**config.mk**
```make
export PLATFORM = sky130hd
export DESIGN_NAME = alu32_op_sequencer
export DESIGN_NICKNAME = d
export VERILOG_FILES = /design/src/rtl/alu32_op_sequencer.sv
export SDC_FILE = /design/constraint.sdc
export NUM_CORES = 1
export LEC_CHECK = 0
export ABC_AREA = 1
export CORE_MARGIN = 2
export CORE_UTILIZATION = 46
export CTS_BUF_LIST = sky130_fd_sc_hd__clkbuf_8
export DETAILED_ROUTE_END_ITERATION = 6
export PLACE_DENSITY = 0.95
export SLEW_MARGIN = 20
export SYNTH_ARGS = -nofsm -noshare
export SYNTH_HDL_FRONTEND = slang
export SYNTH_SLANG_ARGS = --single-unit
```
**constraint.sdc**
```tcl
create_clock -name Clk -period 4.14 [get_ports Clk]
set_clock_uncertainty 0.1 [all_clocks]
set_input_delay 0.414 -clock Clk [delete_from_list [all_inputs] [get_ports Clk]]
set_output_delay 0.414 -clock Clk [all_outputs]
set_load 0.005 [all_outputs]
```
**src/rtl/alu32_op_sequencer.sv**
```systemverilog
// alu32_op_sequencer: one-at-a-time request/response control for the ALU32 units.
// Registers operands onto the shared unit inputs, enables one unit, captures the result.
module alu32_op_sequencer #(
    parameter int unsigned SETTLE = 1
) (
    input  logic        Clk,
    input  logic        Rst_n,
    input  logic        ReqValid,
    output logic        ReqReady,
    input  logic [2:0]  Op,
    input  logic [31:0] A,
    input  logic [31:0] B,
    output logic [31:0] In1,
    output logic [31:0] In2,
    output logic [5:0]  EnVec,
    input  logic [31:0] UnitOut,
    input  logic        UnitCarry,
    output logic        RspValid,
    input  logic        RspReady,
    output logic [31:0] Result,
    output logic        Zero,
    output logic        Carry,
    output logic        Err
);

    typedef enum logic [1:0] {IDLE, DRIVE, RESP} state_t;

    localparam logic [3:0] SETTLE_CNT = 4'(SETTLE);

    state_t     state, state_nxt;
    logic [3:0] cnt;
    logic       arith;
    logic       bad;
    logic       legal;
    logic       accept;
    logic       capture;

    assign legal    = (Op <= 3'd5);
    assign accept   = (state == IDLE) && ReqValid;
    assign capture  = (state == DRIVE) && (cnt == 4'd1);
    assign ReqReady = (state == IDLE);
    assign RspValid = (state == RESP);

    always_ff @(posedge Clk or negedge Rst_n) begin
        if (!Rst_n) state <= IDLE;
        else        state <= state_nxt;
    end

    always_comb begin
        state_nxt = state;
        unique case (state)
            IDLE:    if (accept)   state_nxt = DRIVE;
            DRIVE:   if (capture)  state_nxt = RESP;
            RESP:    if (RspReady) state_nxt = IDLE;
            default:               state_nxt = IDLE;
        endcase
    end

    // Illegal ops pass through DRIVE for one cycle with no unit enabled,
    // so their response appears with the same one-cycle latency as SETTLE=1.
    always_ff @(posedge Clk or negedge Rst_n) begin
        if (!Rst_n) begin
            In1    <= '0;
            In2    <= '0;
            EnVec  <= '0;
            Result <= '0;
            Zero   <= 1'b0;
            Carry  <= 1'b0;
            Err    <= 1'b0;
            cnt    <= '0;
            arith  <= 1'b0;
            bad    <= 1'b0;
        end else if (accept) begin
            In1   <= A;
            In2   <= B;
            arith <= Op[2];
            bad   <= !legal;
            if (legal) begin
                EnVec <= 6'd1 << Op;
                cnt   <= SETTLE_CNT;
            end else begin
                EnVec  <= '0;
                cnt    <= 4'd1;
                Result <= '0;
                Zero   <= 1'b0;
                Carry  <= 1'b0;
                Err    <= 1'b1;
            end
        end else if (state == DRIVE) begin
            cnt <= cnt - 4'd1;
            if (capture) begin
                EnVec <= '0;
                if (!bad) begin
                    Result <= UnitOut;
                    Zero   <= (UnitOut == 32'd0);
                    Carry  <= arith & UnitCarry;
                    Err    <= 1'b0;
                end
            end
        end
    end

endmodule

```
# Word-level counts from Yosys, hierarchy flattened

Cells that the tools add are included.

Flip-flop bits (word level): 113
Bits of input ports: 104
Word-level logic and storage cells: 62

Add/subtract/negate cells: 1
$lt $le $gt $ge: 1
Eq/ne operators: 8
Shift operators: 1
Mux-type cells: 29
Bitwise operators: 1
Reductions and logical operators: 10

Operators by type and width:

| cell                  | number |
|---|---|
| $mux W32              | 5 |
| $logic_not A32 Y1     | 1 |
| $mux W6               | 4 |
| $mux W1               | 14 |
| $mux W4               | 2 |
| $mux W2               | 3 |
| $ne A2 B1 Y1 const B  | 3 |
| $pmux W2 S3           | 1 |
| $shl A1 B3 Y6 const A | 1 |
| $eq A4 B1 Y1 const B  | 1 |
| $ne A2 B2 Y1 const B  | 2 |
| $reduce_and A4 Y1     | 1 |
| $reduce_bool A2 Y1    | 2 |
| $sub A4 B1 Y4 const B | 1 |
| $le A3 B3 Y1 const B  | 1 |
| $reduce_and A3 Y1     | 1 |
| $eq A2 B1 Y1 const B  | 1 |
| $eq A2 B2 Y1 const B  | 1 |
| $logic_and A1 B1 Y1   | 2 |
| $logic_not A2 Y1      | 1 |
| $reduce_and A2 Y1     | 1 |
| $and A1 B1 Y1         | 1 |
| $logic_not A1 Y1      | 1 |

# Logic depth before layout (Yosys ltp)

Gate-level depths: netlist (run 1).

Depth after elaboration: 5
Mapped depth: 9

# Worst setup path after synthesis (run 1)

No wires, ideal clock.

Path kind: flip-flop to flip-flop
Start: register cnt[1]
End: register Result[26]
Library setup time: 121 ps
Arrival: 1,287 ps
Required time: 3,919 ps
Slack: 2,633 ps
Cell stages (with the launch flop): 10
Buffers on the path: 2
Cell sequence: dfrtp_1 inv_1 ha_1 nand3_4 nand2_1 nand2_2 buf_6 buf_6 nand2_1 o21ai_1

Word-level cells in the longest chain between the ends: 4

RTL lines:

| element                      | RTL line | source |
|---|---|---|
| start: declaration           | 31       | `logic [3:0] cnt;` |
| start signal: assignment     | 90       | `cnt <= cnt - 4'd1;` |
| $eq A4 B1 Y1                 | 40       | `assign capture = (state == DRIVE) && (cnt == 4'd1);` |
| $logic_and A1 B1 Y1          | 40       |  |
| $reduce_bool A2 Y1 (no line) | --       |  |
| $reduce_and A4 Y1 (no line)  | --       |  |
| end signal: assignment       | 94       | `Result <= UnitOut;` |
| end: declaration             | 20       | `output logic [31:0] Result,` |

Every way passes these cells.
A chain may end at the register's enable or synchronous reset.

# Worst setup path in the final report (run 1)

Start: register state[1]
End: register In2[10]

Word-level cells in the longest chain between the ends: 2

RTL lines:

| element                  | RTL line | source |
|---|---|---|
| start: declaration       | 30       | `state_t state, state_nxt;` |
| start signal: assignment | 46       | `else state <= state_nxt;` |
| $logic_not A2 Y1         | 39       | `assign accept = (state == IDLE) && ReqValid;` |
| $logic_and A1 B1 Y1      | 39       |  |
| end signal: assignment   | 64       | `In2 <= '0;` |
| end signal: assignment   | 75       | `In2 <= B;` |
| end: declaration         | 14       | `output logic [31:0] In2,` |

Every way passes these cells.

==> out/results.env, run 1 <==
OUTCOME='complete, but fails checks'
VIOLATED_CHECKS='hold timing'
CTS_TREE='done'
DIE-AREA_UM2=10740
NETLIST_INSTANCES=524
ROUTED_WL_UM=13180
GRT.OVERFLOW.TOTAL=0
GRT_FIRST_PASS_WIRELENGTH_UM=21560
SYNTHESIS.YOSYS.WARNINGS=0
SYNTHDISTINCTLIBCELLS=23
LAYOUT_WORST_PATH_CYCLE_SHARE=0.5935
CTSLONGESTPATHBUFFERS=2
DR.FIRST_ITER.DRC_COUNT=175
FINAL_CRITICAL_PERIOD_NS=2.457
POST_ROUTE_CELLS_DRIVE_ABOVE_1_SHARE=0.06460
DIE_H_UM=103.6
POSTCTSSETUPREPAIRBUFS=0
NUMPORTBUFFERS=210
NETSWITCHINGFRACTION=0.3407
POWER.SHARE.CLOCK=0.219
CRIT_FANOUT=67
CTS-ROOT-BUF='sky130_fd_sc_hd__clkbuf_8'
INITIAL_CORE_UTILIZATION=0.4714
ACHIEVABLE-FREQUENCY_MHz=407.0
VIAS_IN_THE_FIRST_GLOBAL_ROUTE=4443
CAP_VIOL_MAX_COUNT=0
SW_POWER_mW=1.806
CRITICAL_PATH_REQUIRED_NS=4.40
WORST_VDD_RAIL_IR_DROP_mV=0.4128
DRT_FIRST_PASS_ITERS=4
FINAL_ANTENNA_NET_COUNT=0
CLK_LATENCY_WORST_SKEW_PAIR_NS=0.41
VIA_COUNT=4388
SYNTH_ENABLE_FLOP_CELLS=0
ANTENNA_FOUND_INITIAL=0
SYNTHTOLAYOUTAREAGROWTH_PCT=57.50
HOLD_BUFFERS=0
POSTSYNTHAREAPERCELL_UM2=8.713
AVGROUTEDWIREPERCELL_UM=15.05
PLACER_CONGESTION_ESTIMATE=0.8973
CTS.CLK_SLEW.WORST_PATHS_NS=0.07
DETAILED_PLACE_HPWL_UM=9524
RSZ0062_AT_GRT='false'
NNETSFINAL=836
WORST_SLEW_PIN_SLEW_NS=0.7615
DIE_W_UM=103.6
CRITICAL-PATH-SLOWEST-CELL='sky130_fd_sc_hd__inv_2'
FINAL_CELL_COUNT_NO_FILL=876
ROW_COUNT=36
FIN_MAX_SLEW_VIOS=0
TIMING.CRITICAL_PATH.FROM_TYPE='register'
POSTCTSRESIZEDCELLS=0
POSTSYNTH.TOPFLOPCELL='sky130_fd_sc_hd__dfrtp_1'
SETUP_TOTAL_NEGATIVE_SLACK_NS=0
CRITICAL-PATH-MAX-STAGE-DELAY_NS=0.63
DETAIL_ROUTE.VIAS_PER_CELL=5.009
P_COMB_FRAC=0.420
DETAILEDPLACE.WORSTSLACK_NS=1.191
LAYOUT.FILLER_CELLS=671
SYNTH_AREA_UM2=4566
SEQUENTIAL_GROUP_SHARE_OF_TOTAL_POWER=0.361
POSTLAYOUTSETUPSLACKWORST_NS=1.683
FLIP_FLOP_AND_LATCH_COUNT_AFTER_SYNTHESIS=113
POWER.INTERNAL_mW=3.495
CRITICAL-PATH-TOP-CELL-BY-COUNT='sky130_fd_sc_hd__nand2_1'
PLACED_CELLS_INCL_TAPS=844
NUMBER_OF_NETS_PRODUCED_BY_SYNTHESIS=630
CTS.SINK_COUNT=113
PWR_DENSITY_CELL_nW_PER_UM2=737.1
LEADING_CELL_TYPE_IN_THE_LAYOUT_FILL_AND_TAPS_EXCLUDED='sky130_fd_sc_hd__nand2_1'
SLEW-LIMIT-HEADROOM=0.4923
KIND_OF_CELL_ADDING_THE_MOST_DELAY_TO_THE_CRITICAL_PATH='buffers and inverters'
YS_SEQ_AREA_FRAC=0.6193
REMAINING_DRC_ERRORS=0
SYNTHARSTFLOPSHARE=1.000
CTS-HTREE-LEVELS=4
COREAREA_UM2=9684
GRT_START_MAX_NET_PINS=87
IO_PINS=211
HOLD_VIOL=85
GRTUSAGETOTAL=0.2516
CRIT_BUF_INV=2
PATH_CLASS='reg -> reg'
MIN_PATH_TYPE='in -> async'
SETUP_VIOLATIONS=0
TIMING.HOLD.WS_NS=-0.03342
LAYOUT.CELLS.MOST_COMMON_LIST='281 x sky130_fd_sc_hd__nand2_1, 209 x sky130_fd_sc_hd__clkdlybuf4s50_1, 113 x sky130_fd_sc_hd__dfrtp_1'
ENDPOINT_KIND='register'
CTS_BUFFERS=17
ANTENNA_CELLS=0
CP.ARRIVAL_NS=2.71
P_LEAK_nW=3.463
CP_CELL_SEQUENCE='nor2_2, nand2_4, inv_2, buf_4, nand2_1, nand2_1'
==> power by group through the flow <==
stage | sequential, mW | clock (mW) | combinational, mW
floorplan | 1.91 | 0 | 0.943
global placement | 1.90 | 0 | 2.12
detailed placement | 1.91 | 0 | 2.23
CTS | 1.91 | 1.18 | 2.24
global route | 1.97 | 1.23 | 2.44
finish | 1.91 | 1.16 | 2.23
==> layout make-up <==
class                   instances  area [um^2]  share of cell area
well taps                     133        166.4             0.02314
multi-input cells             372         1565              0.2177
repair buffers                213         2126              0.2956
clock buffers                  20        275.3             0.03828
flip-flops and latches        113         2828              0.3932
inverters                      13        48.80            0.006786
clock inverters                12        181.4             0.02523
==> kinds of logic after synthesis <==
family	share of synthesized area
xor gates and xnor gates	0.001919
buffers and inverters	0.04056
adders and majority gates	0.005480
and+or+nand+nor	0.2754
DFF	0.6193
AOI/OAI and AO/OA	0.05727
==> cell usage after synthesis, types with 2 or more instances <==
cell	n	share of area
sky130_fd_sc_hd__o31ai_1	3	0.0049
sky130_fd_sc_hd__clkbuf_1	7	0.0058
sky130_fd_sc_hd__inv_1	11	0.0090
sky130_fd_sc_hd__nand4_1	2	0.0027
sky130_fd_sc_hd__o22ai_1	2	0.0027
sky130_fd_sc_hd__nor2_1	24	0.020
sky130_fd_sc_hd__buf_2	16	0.018
sky130_fd_sc_hd__buf_6	2	0.0049
sky130_fd_sc_hd__nand2_1	282	0.23
sky130_fd_sc_hd__o21ai_1	5	0.0055
sky130_fd_sc_hd__o21ai_2	5	0.0096
sky130_fd_sc_hd__a31oi_1	2	0.0027
sky130_fd_sc_hd__dfrtp_1	113	0.62
sky130_fd_sc_hd__nand3_1	11	0.012
sky130_fd_sc_hd__o21ai_0	29	0.032
sky130_fd_sc_hd__inv_2	2	0.0016
sky130_fd_sc_hd__ha_1	2	0.0055
==> through the flow <==
step | total power, mW | hold WS [ns] | util | cell area [um^2]
finish | 5.300 | -0.03342 | 0.7425 | 7191
global route | 5.639 | 0.005974 | 0.7425 | 7191
CTS | 5.338 | 0.1088 | 0.7416 | 7182
detailed placement | 4.148 | 0.3648 | 0.6944 | 6725
global placement | 4.026 | 0.3536 | 0.6944 | 6725
floorplan | 2.857 | 0.01841 | - | 4566
==> state kept, by name (all words and copies together) (netlist names) <==
register	cells
Carry	1
EnVec	6
Err	1
In1	32
In2	32
Result	32
Zero	1
arith	1
bad	1
cnt	4
state	2
==> final timing paths <==
check	start	to	slack, ns	cells past startpoint
min	Rst_n	Result[27]$_DFFE_PN0P_	-0.03	1
max reg2reg	state[1]$_DFFE_PN0P_	In2[10]$_DFFE_PN0P_	1.68	6
max	state[1]$_DFFE_PN0P_	In2[10]$_DFFE_PN0P_	1.68	6
min reg2reg	In2[0]$_DFFE_PN0P_	In2[0]$_DFFE_PN0P_	0.38	2
max in group asynchronous	Rst_n	In2[27]$_DFFE_PN0P_	3.12	2
min in group Clk	In2[0]$_DFFE_PN0P_	In2[0]$_DFFE_PN0P_	0.38	2
==> metal layers <==
layer / global-route usage / share of wire / vias to the layer above
met3: 0.08685 / 0.087 / 26
met1: 0.2960 / 0.39 / 2084
met5: 0 / 0 / -
met2: 0.4253 / 0.50 / 233
met4: 0.09942 / 0.023 / 0
li1: - / - / 2045
Power figures use the tool's default switching activity.
==> inputs of run 2 (changes only) <==
Settings changed: CORE_UTILIZATION 46 to 39, PLACE_DENSITY 0.95 to 0.9.
Clock period 4.14 ns to 2.2 ns, I/O delays scaled along.
==> out/results.env, run 2 (synthesis results as in run 1) <==
OUTCOME='finished clean'  # was complete, but fails checks
PWR_DENSITY_CELL_nW_PER_UM2=1364  # was 737.1 nW/um^2
DIE_W_UM=112.2  # was 103.6 um
FINAL_ANTENNA_NET_COUNT=0  # unchanged
INITIAL_CORE_UTILIZATION=0.3998  # was 0.4714
VIAS_IN_THE_FIRST_GLOBAL_ROUTE=4127  # was 4443
CTS_TREE='done'  # unchanged
SETUP_VIOLATIONS=0  # unchanged
CTS.SINK_COUNT=113  # unchanged
VIA_COUNT=4140  # was 4388
ROUTED_WL_UM=12180  # was 13180 um
CTS-HTREE-LEVELS=4  # unchanged
GRT.OVERFLOW.TOTAL=0  # unchanged
FIN_TOTAL_PWR_mW=9.898  # was 5.300 mW
IO_PINS=211  # unchanged
DETAIL_ROUTE.VIAS_PER_CELL=4.657  # was 5.009
WORST_VDD_RAIL_IR_DROP_mV=0.7512  # was 0.4128 mV
SETUP_TOTAL_NEGATIVE_SLACK_NS=0  # unchanged
POST_ROUTE_CELLS_DRIVE_ABOVE_1_SHARE=0.06434  # was 0.06460
DIE-AREA_UM2=12590  # was 10740 um^2
AVGROUTEDWIREPERCELL_UM=13.70  # was 15.05 um
PATH_CLASS='reg -> out'  # was reg -> reg
CLK_LATENCY_WORST_SKEW_PAIR_NS=0.42  # was 0.41 ns
NNETSFINAL=840  # was 836
ROW_COUNT=39  # was 36
P_LEAK_nW=3.492  # was 3.463 nW
SYNTHTOLAYOUTAREAGROWTH_PCT=58.98  # was 57.50%
LAYOUT.CELLS.MOST_COMMON_LIST='281 x sky130_fd_sc_hd__nand2_1, 209 x sky130_fd_sc_hd__clkdlybuf4s50_1, 113 x sky130_fd_sc_hd__dfrtp_1'  # unchanged
CRITICAL_PATH_REQUIRED_NS=1.88  # was 4.40 ns
PLACER_CONGESTION_ESTIMATE=0.7777  # was 0.8973
CRIT_FANOUT=4  # was 67
CTS-ROOT-BUF='sky130_fd_sc_hd__clkbuf_8'  # unchanged
HOLD_VIOL=0  # was 85
ACHIEVABLE-FREQUENCY_MHz=520.8
LEADING_CELL_TYPE_IN_THE_LAYOUT_FILL_AND_TAPS_EXCLUDED='sky130_fd_sc_hd__nand2_1'  # unchanged
TIMING.CRITICAL_PATH.FROM='state[0]$_DFFE_PN0P_'  # was state[1]$_DFFE_PN0P_
MIN_PATH_TYPE='in -> async'  # unchanged
ENDPOINT_KIND='output pin'  # was register
REGTOREGSTARTPOINT='cnt[0]$_DFFE_PN0P_'  # was state[1]$_DFFE_PN0P_
DETAILED_PLACE_HPWL_UM=8479  # was 9524 um
DR.FIRST_ITER.DRC_COUNT=342  # was 175
TIMING.CRITICAL_PATH.FROM_TYPE='register'  # unchanged
CTSLONGESTPATHBUFFERS=2  # unchanged
ANTENNA_CELLS=0  # unchanged
GRT_START_MAX_NET_PINS=70  # was 87
COREAREA_UM2=11420  # was 9684 um^2
WORST_SLEW_PIN_SLEW_NS=0.5882  # was 0.7615 ns
REMAINING_DRC_ERRORS=0  # unchanged
ANTENNA_FOUND_INITIAL=0  # unchanged
POSTCTSRESIZEDCELLS=0  # unchanged
NUMPORTBUFFERS=210  # unchanged
CP.ARRIVAL_NS=1.60  # was 2.71 ns
SLEW-LIMIT-HEADROOM=0.6079  # was 0.4923
CTS.CLK_SLEW.WORST_PATHS_NS=0.07  # about the same
FIN_MAX_SLEW_VIOS=0  # unchanged
FINAL_CRITICAL_PERIOD_NS=1.920
LAYOUT_WORST_PATH_CYCLE_SHARE=0.8727
GRTUSAGETOTAL=0.1994  # was 0.2516
RSZ0062_AT_GRT='false'  # unchanged
DIE_H_UM=112.2  # was 103.6 um
CAP_VIOL_MAX_COUNT=0  # unchanged
DRT_FIRST_PASS_ITERS=6  # was 4
REG_TOP3='In1 x32, In2 x32, Result x32'  # unchanged
CTS_BUFFERS=17  # unchanged
GRT_FIRST_PASS_WIRELENGTH_UM=19900  # was 21560 um
run 2: cell count changes in the layout (fill, tap and decap cells not counted):
cell,change
sky130_fd_sc_hd__nand2_2,+1
sky130_fd_sc_hd__inv_1,+2
sky130_fd_sc_hd__nand2_4,-1
sky130_fd_sc_hd__buf_6,-1
sky130_fd_sc_hd__dlygate4sd3_1,+1
sky130_fd_sc_hd__clkinv_4,-3
sky130_fd_sc_hd__buf_12,+4
run 2: cell type report:
type | instances | area [um^2]
inverters | 13 | 48.80
multi-input cells | 372 | 1560
flip-flops and latches | 113 | 2828
well taps | 143 | 178.9
fillers | 921 | 4160
repair buffers | 217 | 2205
clock inverters | 11 | 162.7
clock buffers | 20 | 275.3
run 2: through the flow:
step	instances	hold slack, ns	setup WS (ns)	util	area (um^2)
global route	889	0.2112	0.1992	0.6357	7258
detailed placement	857	0.1231	0.4201	0.5964	6810
global placement	857	0.1217	0.4325	0.5964	6810
CTS	889	0.1972	0.2452	0.6357	7258
finish	889	0.2284	0.2800	0.6357	7258
floorplan	524	-0.1756	0.6927	-	4566
run 2: final timing paths:
check | endpoint | slack [ns] | depth (start not counted)
worst max-delay path | ReqReady | 0.28 | 2
worst min-delay path | In1[30]$_DFFE_PN0P_ | 0.23 | 2
worst max register to register | Zero$_DFFE_PN0P_ | 0.57 | 8
worst min register to register | In1[27]$_DFFE_PN0P_ | 0.38 | 2
max in group asynchronous | state[0]$_DFFE_PN0P_ | 1.17 | 3
min in group Clk | In1[10]$_DFFE_PN0P_ | 0.23 | 3
run 2: worst max-delay path, stage by stage (launching register included):
cell	delay [ns]
sky130_fd_sc_hd__dfrtp_1	0.43
sky130_fd_sc_hd__nor2_2	0.21
sky130_fd_sc_hd__clkdlybuf4s50_1	0.55
run 2: repair_timing:
action                                 in CTS  in global routing
setup buffers                               0                  0
hold buffers                                1                  0
endpoints found under the hold margin      35                  0
run 2: report_power, final:
group	switching (mW)	internal [mW]
Clock	0.837	1.31
Sequential	0.531	3.02
Combinational	1.91	2.29
run 2: layer usage:
metal / global-route usage / vias up / share of wire
met5: 0 / - / 0
met4: 0.06992 / 0 / 0.015
met3: 0.08369 / 15 / 0.085
met2: 0.3201 / 162 / 0.48
met1: 0.2434 / 1920 / 0.42
li1: - / 2043 / -
==> inputs of run 3 (changes only) <==
Settings changed: CAP_MARGIN set to 30.
==> results of run 3 <==
Same layout as run 2: the final DEF is identical, and so are final timing and power.
